==> config.mk <==
export PLATFORM = sky130hd
export DESIGN_NAME = mem_access_stage
export DESIGN_NICKNAME = d
export VERILOG_FILES = /design/src/rtl/mem_access_stage.sv
export SDC_FILE = /design/constraint.sdc
export NUM_CORES = 1
export LEC_CHECK = 0
export CAP_MARGIN = 25
export CORE_UTILIZATION = 35
export CTS_CLUSTER_SIZE = 30
export DETAILED_ROUTE_END_ITERATION = 7
export PLACE_DENSITY_LB_ADDON = 0.08
export REMOVE_ABC_BUFFERS = 1
export SLEW_MARGIN = 20
export SYNTH_ARGS = -nofsm -noshare
export SYNTH_HDL_FRONTEND = slang
export SYNTH_SLANG_ARGS = --single-unit
==> constraint.sdc <==
create_clock -name i_clk -period 1.5 [get_ports i_clk]
set_input_delay 0.3 -clock i_clk [delete_from_list [all_inputs] [get_ports i_clk]]
set_output_delay 0.3 -clock i_clk [all_outputs]
set_load 0.05 [all_outputs]
==> src/rtl/mem_access_stage.sv <==
// Pipeline memory-access stage: forwards ALU ops and runs a two-state load/store handshake.
// Optional define MEM_ALIGN_CHECK_EN faults misaligned halfword/word accesses instead of issuing them.
module mem_access_stage #(
  parameter int unsigned DATA_WIDTH    = 32,
  parameter int unsigned REG_FILE_ADDR = 5
) (
  input  logic                     i_clk,
  input  logic                     i_reset,
  input  logic                     i_IE_valid,
  input  logic [DATA_WIDTH-1:0]    i_IE_result,
  input  logic [DATA_WIDTH-1:0]    i_IE_data_write,
  input  logic [REG_FILE_ADDR-1:0] i_IE_rd_addr,
  input  logic                     i_ctrl_mem_read,
  input  logic                     i_ctrl_mem_write,
  input  logic [2:0]               i_ctrl_mem_funct3,
  input  logic                     i_ctrl_reg_write,
  output logic                     o_MEM_stall,
  output logic                     o_dmem_req,
  output logic                     o_dmem_we,
  output logic [DATA_WIDTH-1:0]    o_dmem_addr,
  output logic [DATA_WIDTH-1:0]    o_dmem_wdata,
  output logic [3:0]               o_dmem_be,
  input  logic                     i_dmem_ack,
  input  logic [DATA_WIDTH-1:0]    i_dmem_rdata,
  output logic                     o_MEM_valid,
  output logic [DATA_WIDTH-1:0]    o_MEM_result,
  output logic [DATA_WIDTH-1:0]    o_MEM_read_data,
  output logic [REG_FILE_ADDR-1:0] o_MEM_rd_addr,
  output logic                     o_MEM_reg_write,
  output logic                     o_MEM_access_fault
);

  typedef enum logic {StIdle = 1'b0, StWait = 1'b1} state_e;
  state_e state_q, state_d;

  logic [DATA_WIDTH-1:0]    addr_q, wdata_q, result_q;
  logic [3:0]               be_q;
  logic                     we_q, reg_write_q;
  logic [2:0]               funct3_q;
  logic [1:0]               lane_q;
  logic [REG_FILE_ADDR-1:0] rd_q;

  logic                     valid_q, reg_write_out_q, fault_q;
  logic [DATA_WIDTH-1:0]    result_out_q, read_data_q;
  logic [REG_FILE_ADDR-1:0] rd_out_q;

  logic                     valid_d, reg_write_out_d, fault_d;
  logic [DATA_WIDTH-1:0]    result_out_d, read_data_d;
  logic [REG_FILE_ADDR-1:0] rd_out_d;

  logic                  is_mem, bad_funct3, bad_access, accept, ack;
  logic [3:0]            st_be;
  logic [DATA_WIDTH-1:0] st_wdata, byte_shift, half_shift, load_data;

  assign is_mem     = i_ctrl_mem_read | i_ctrl_mem_write;
  assign bad_funct3 = (i_ctrl_mem_funct3 == 3'b011) || (i_ctrl_mem_funct3[2:1] == 2'b11);
`ifdef MEM_ALIGN_CHECK_EN
  assign bad_access = is_mem & (bad_funct3 |
                      ((i_ctrl_mem_funct3[1:0] == 2'b01) & i_IE_result[0]) |
                      ((i_ctrl_mem_funct3[1:0] == 2'b10) & (i_IE_result[1:0] != 2'b00)));
`else
  assign bad_access = is_mem & bad_funct3;
`endif
  assign accept = (state_q == StIdle) & i_IE_valid & is_mem & ~bad_access;
  // Ack only counts while a request is outstanding.
  assign ack    = (state_q == StWait) & i_dmem_ack;

  assign o_MEM_stall  = accept | ((state_q == StWait) & ~i_dmem_ack);
  assign o_dmem_req   = (state_q == StWait);
  assign o_dmem_we    = o_dmem_req & we_q;
  assign o_dmem_addr  = o_dmem_req ? addr_q  : '0;
  assign o_dmem_wdata = o_dmem_req ? wdata_q : '0;
  assign o_dmem_be    = o_dmem_req ? be_q    : 4'b0000;

  always_comb begin
    st_be    = 4'b1111;
    st_wdata = '0;
    if (i_ctrl_mem_write) begin
      case (i_ctrl_mem_funct3[1:0])
        2'b00: begin
          st_be    = 4'b0001 << i_IE_result[1:0];
          st_wdata = {4{i_IE_data_write[7:0]}};
        end
        2'b01: begin
          st_be    = 4'b0011 << {i_IE_result[1], 1'b0};
          st_wdata = {2{i_IE_data_write[15:0]}};
        end
        default: st_wdata = i_IE_data_write;
      endcase
    end
  end

  always_comb begin
    byte_shift = i_dmem_rdata >> {lane_q, 3'b000};
    half_shift = i_dmem_rdata >> {lane_q[1], 4'b0000};
    case (funct3_q)
      3'b000:  load_data = {{24{byte_shift[7]}}, byte_shift[7:0]};
      3'b001:  load_data = {{16{half_shift[15]}}, half_shift[15:0]};
      3'b100:  load_data = {24'h0, byte_shift[7:0]};
      3'b101:  load_data = {16'h0, half_shift[15:0]};
      default: load_data = i_dmem_rdata;
    endcase
  end

  always_comb begin
    state_d         = state_q;
    valid_d         = 1'b0;
    result_out_d    = result_out_q;
    read_data_d     = read_data_q;
    rd_out_d        = rd_out_q;
    reg_write_out_d = reg_write_out_q;
    fault_d         = fault_q;
    unique case (state_q)
      StIdle: begin
        if (accept) begin
          state_d = StWait;
        end else if (i_IE_valid) begin
          // ALU ops and faulting memory ops retire directly.
          valid_d         = 1'b1;
          result_out_d    = i_IE_result;
          read_data_d     = '0;
          rd_out_d        = i_IE_rd_addr;
          reg_write_out_d = i_ctrl_reg_write & ~bad_access;
          fault_d         = bad_access;
        end
      end
      StWait: begin
        if (ack) begin
          state_d         = StIdle;
          valid_d         = 1'b1;
          result_out_d    = result_q;
          read_data_d     = we_q ? '0 : load_data;
          rd_out_d        = rd_q;
          reg_write_out_d = reg_write_q;
          fault_d         = 1'b0;
        end
      end
      default: state_d = StIdle;
    endcase
  end

  always_ff @(posedge i_clk) begin
    if (i_reset) begin
      state_q         <= StIdle;
      addr_q          <= '0;
      wdata_q         <= '0;
      result_q        <= '0;
      be_q            <= 4'b0000;
      we_q            <= 1'b0;
      reg_write_q     <= 1'b0;
      funct3_q        <= 3'b000;
      lane_q          <= 2'b00;
      rd_q            <= '0;
      valid_q         <= 1'b0;
      result_out_q    <= '0;
      read_data_q     <= '0;
      rd_out_q        <= '0;
      reg_write_out_q <= 1'b0;
      fault_q         <= 1'b0;
    end else begin
      state_q         <= state_d;
      valid_q         <= valid_d;
      result_out_q    <= result_out_d;
      read_data_q     <= read_data_d;
      rd_out_q        <= rd_out_d;
      reg_write_out_q <= reg_write_out_d;
      fault_q         <= fault_d;
      if (accept) begin
        addr_q      <= {i_IE_result[DATA_WIDTH-1:2], 2'b00};
        wdata_q     <= st_wdata;
        result_q    <= i_IE_result;
        be_q        <= st_be;
        we_q        <= i_ctrl_mem_write;
        reg_write_q <= i_ctrl_reg_write;
        funct3_q    <= i_ctrl_mem_funct3;
        lane_q      <= i_IE_result[1:0];
        rd_q        <= i_IE_rd_addr;
      end
    end
  end

  assign o_MEM_valid        = valid_q;
  assign o_MEM_result       = result_out_q;
  assign o_MEM_read_data    = read_data_q;
  assign o_MEM_rd_addr      = rd_out_q;
  assign o_MEM_reg_write    = reg_write_out_q;
  assign o_MEM_access_fault = fault_q;

endmodule

# --- After elaboration in Yosys (flattened, before gate mapping) ---
# Index checks and enable logic that the tools add are counted.
# Widths: inputs -> output; s select.
classes:
  n_eq_ne: 9
  muxes: 36
  shift: 4
  bitwise: 13
  n_reduce_logical: 4
op_table:
  columns: ["cell", "count"]
  rows:
  - ["$mux 32", 10]
  - ["$pmux 32 s2", 3]
  - ["$pmux 32 s4", 1]
  - ["$shr 32x5->16", 1]
  - ["$shr 32x5->8", 1]
  - ["$mux 5", 3]
  - ["$mux 1", 11]
  - ["$pmux 5 s2", 1]
  - ["$and 1x1->1", 8]
  - ["$mux 4", 2]
  - ["$pmux 1 s2", 4]
  - ["$pmux 4 s2", 1]
  - ["$eq 3x3->1 const B", 2]
  - ["$ne 2x2->1 const B", 2]
  - ["$shl 1x2->4 const A", 1]
  - ["$shl 2x2->4 const A", 1]
  - ["$eq 3x1->1 const B", 1]
  - ["$eq 3x2->1 const B", 1]
  - ["$logic_not 3->1", 1]
  - ["$not 1->1", 3]
  - ["$reduce_and 3->1", 1]
  - ["$eq 2x1->1 const B", 1]
  - ["$eq 2x2->1 const B", 1]
  - ["$logic_not 2->1", 1]
  - ["other kinds (3)", 4]
totals:
  wordCells: 82
  output_inout_bits: 143
  ff_bits: 183
  in_bits: 111

# --- Longest topological paths before layout ---
logic_depth:
  depth_word: 8
  mapped_depth: 8
  ltp_nobuf: 4

# --- Least setup slack after synthesis ---
# No wires, ideal clock.
synth_timing:
  kind: "register to output"
  startpoint: "reg state_q (netlist: o_dmem_req)"
  endpoint: "out o_MEM_stall"
  path_stages_with_launch: 5
  required_time_ps: 1200
  arrival_time_ps: 2266
  setup_slack_ps: -1066
  path_buffers: 2
  path_cell_list: "dfxtp_1 buf_2 inv_1 buf_2 o21ai_0"
synth_via:
  elab_chain_cells: 5
  word_cells_on_any_way: 6
  cone_classes: "6 x bitwise"
synth_rtl:
  columns: ["item", "line_no", "source"]
  rows:
  - ["from (decl)", "34", "state_e state_q, state_d;"]
  - ["from (signal assigned)", "144", "state_q <= StIdle;"]
  - ["from (signal assigned)", "161", "state_q <= state_d;"]
  - ["$not 1->1", null, null]
  - ["$and 1x1->1 (3 in a row)", "64", "assign accept = (state_q == StIdle) & i_IE_valid & is_mem & ~bad_access;"]
  - ["$or 1x1->1 *", "68", "assign o_MEM_stall = accept | ((state_q == StWait) & ~i_dmem_ack);"]
  - ["to (decl)", "17", "output logic o_MEM_stall,"]
# Mark *: on every way between the ends. The rest lies on a longest branch, timed or not.

# --- Worst setup path in the final report ---
layout_timing:
  startpoint: "reg state_q (netlist: o_dmem_req)"
  endpoint: "out o_dmem_addr[11]"
layout_via:
  elab_chain_cells: 1
layout_rtl:
  columns: ["item", "line_no", "source"]
  rows:
  - ["$mux 32", "71", "assign o_dmem_addr = o_dmem_req ? addr_q : '0;"]
  - ["to (decl)", "20", "output logic [DATA_WIDTH-1:0] o_dmem_addr,"]
# Every way passes these cells.

==> impl_results.md <==
- Critical path's slowest cell: dfxtp_4
- Most used cell, CP: buf_12
- CTS Hold Bufs: 0
- Critical path's largest stage delay: between 0.3 and 0.4 ns
- Final min period: between 1.5 and 2 ns
- Min-delay src: i_reset
- Initial Util: 0.359
- IO Pins: 254
- Post-synth cell types: 41
- Power Density: approximately 920 nW/um^2
- Clock sink count: approximately 150
- Initial DRC count: about 300
- Vias per inst: approximately 5.1
- Routed length per instance: between 15 and 20 um
- Post-synth EDFFs: 0
- Fraction of registers with async set/reset: 0
- CP required: 1.20 ns
- Routed vias: roughly 7300
- Root Buffer: clkbuf_16
- Total Routing Usage GR: 0.256
- Bufs on Longest Clock Path: 2
- Status: finished, violations left
- Syn. warnings: 0
- Vias in the first global route: around 7200
- Post-Syn Area: between 6000 and 7000 sq um
- Pre-CTS WS: -0.511 ns
- Share of cells above drive strength 1: 0.412
- Placed cell count: approximately 1300
- CP Cell Sequence: buf_12 -> buf_16 -> and2_4 -> buf_12
- DIE AREA: 20000 sq um
- Crit. End Element: output port
- Final setup TNS: -30.15 ns
- VDD IR max: a little over 800 uV
- Final Hold Viols: 0
- FILL cells: ~1300
- Main synth FF type: dfxtp_1
- P&R area growth vs syn: 103%
- Final Net Count: about 1300
- Initial antenna violation count: 1
- Worst clock skew: 0.00671 ns
- Clock latency on the worst-skew pair: 0.42 ns
- Post-synthesis cell count: 823
- N_diodes: 0
- Register area share after synthesis: 0.445
- Finished Cell Area: 13800 sq um
- Most common cell after layout, fill and taps aside: buf_12
- WS Path Type: register to output port
- DRT Pass-1 Iters: 5
- Core box area: about 19000 sq um
- Dpl cell area: between 10000 and 15000 sq um
- FF+latch count, synth: 151
- Period utilization: 1.17
- Global-route wire length before repair: 39800 um
- GP Congestion: 0.790
- Slew Viols, Final: 0
- Most frequent cells in the layout: buf_12, dfxtp_1, nand2_1
- CTS H-Tree Depth: 4
- Leak: roughly 5.3 nW
- Normalized max-slew margin: 0.589
- WL final: 25800 um
- Final WS setup: -0.259 ns
- Finished Layout Cells: roughly 1400
- Critical Path Source Type: register
- Hold/Removal Path Class: input port to register
- Total global routing overflow: 0
- Row Count: 50
- Reg2reg start: o_dmem_req
- Die height: approximately 140 um
- Critical-path maximum fanout: 16
- Worst Tran Pin Value: a little over 0.6 ns
- Die Span X: 141 um
- Port buffer count: 251
- Dpl hpwl: 15500 um
- Failing checks: negative setup slack
- Clock transition at path regs: ~0.06 ns
- Total design power: 0.0128 W
- Largest net degree at the start of global routing: 104
- Detail Route Antenna Nets: 0
- # setup viols final: about 210
- DRC errors left: 0
- Worst Path Arrival: between 1 and 1.5 ns
- Crit. Startpoint: o_dmem_req
- Unrepaired setup endpoints after global routing: true
- Fmax: between 500 and 600 MHz
- Total CTS buffers: 17
- MaxCap Viol Count: 0
- Mean Syn Cell Area: between 8 and 9 sq um
- CTS tree: done
-- power by group --
part           switching, W  total [W]  internal [W]  leakage, nW
clock               0.00183    0.00480       0.00297        0.316
combinational       0.00169    0.00350       0.00181         3.72
sequential         0.000225    0.00446       0.00424         1.23
-- area by class of cell --
cell class	instances	area (sq um)	share of cell area
Clock buffer	17	425	0.0308
Clock inverter	14	223	0.0161
Inverter	12	50.0	0.00363
Multi-Input combinational cell	585	4090	0.296
Sequential cell	151	3030	0.219
Tap cell	260	325	0.0236
Timing Repair Buffer	378	5660	0.410
-- path summary, 6_finish.rpt --
check / to / slack [ns] / cells after the start
hold reg to reg: wdata_q[4] / 0.45 / 2
setup / recovery: o_dmem_addr[11] / -0.26 / 4
hold / removal: wdata_q[16] / 0.31 / 3
setup reg to reg: o_MEM_result[14] / -0.19 / 8
-- through the flow --
| step | utilization | hold slack, ns |
|---|---|---|
| CTS | 0.704 | 0.318 |
| floorplan | - | 0.369 |
| finish | 0.730 | 0.314 |
| global placement | 0.601 | 0.433 |
| global route | 0.730 | 0.341 |
| detailed placement | 0.601 | 0.439 |
-- cells by family after synthesis --
family	count (synthesis)	synth area share
AOI/OAI and AO/OA	224	0.220
buffers and inverters	88	0.0571
DFF	151	0.445
muxes	42	0.0652
other	1	0.000552
and+or+nand+nor	317	0.212
-- critical path, delay by kind of cell, from the launching register on --
kind,cells,cell delay [ns]
simple gates,1,0.18
buf+inv,3,0.45
flops,1,0.39
-- state kept, by name, indices dropped and copies added, names as in the netlist, 3 cells and up --
| name | cells |
|---|---|
| be_q | 4 |
| o_MEM_result | 32 |
| result_q | 32 |
| rd_q | 5 |
| o_MEM_read_data | 32 |
| wdata_q | 32 |
| funct3_q | 3 |
| o_MEM_rd_addr | 5 |
-- cells in the mapped netlist (8+ instances only) --
master	count	area [sq um]
o21ai_0	13	65.1
mux2_2	18	203
o22ai_1	8	50.1
buf_2	31	155
a31oi_1	18	113
dfxtp_1	151	3020
nand2_1	133	499
and2_1	59	369
nand3_1	31	155
inv_1	12	45.0
clkbuf_1	36	135
a221o_1	16	160
mux2i_1	24	240
a211oi_1	41	308
a21oi_1	96	480
nand2b_1	12	75.1
nor2_1	68	255
-- layer usage --
layer / vias to the layer above / part of all wire / GRT usage
met2: 249 / 0.49 / 0.430
li1: 3523 / - / -
met3: 43 / 0.061 / 0.0614
met5: - / 0.00050 / 0
met1: 3464 / 0.43 / 0.322
met4: 2 / 0.022 / 0.0852
-- what timing repair did --
action,CTS,global route
setup endpoints to repair,194,218
pin swaps,36,57
gates cloned,18,5
buffers inserted,31,7
gates resized for setup,166,99
No activity file was read; power rests on OpenSTA's default activity.
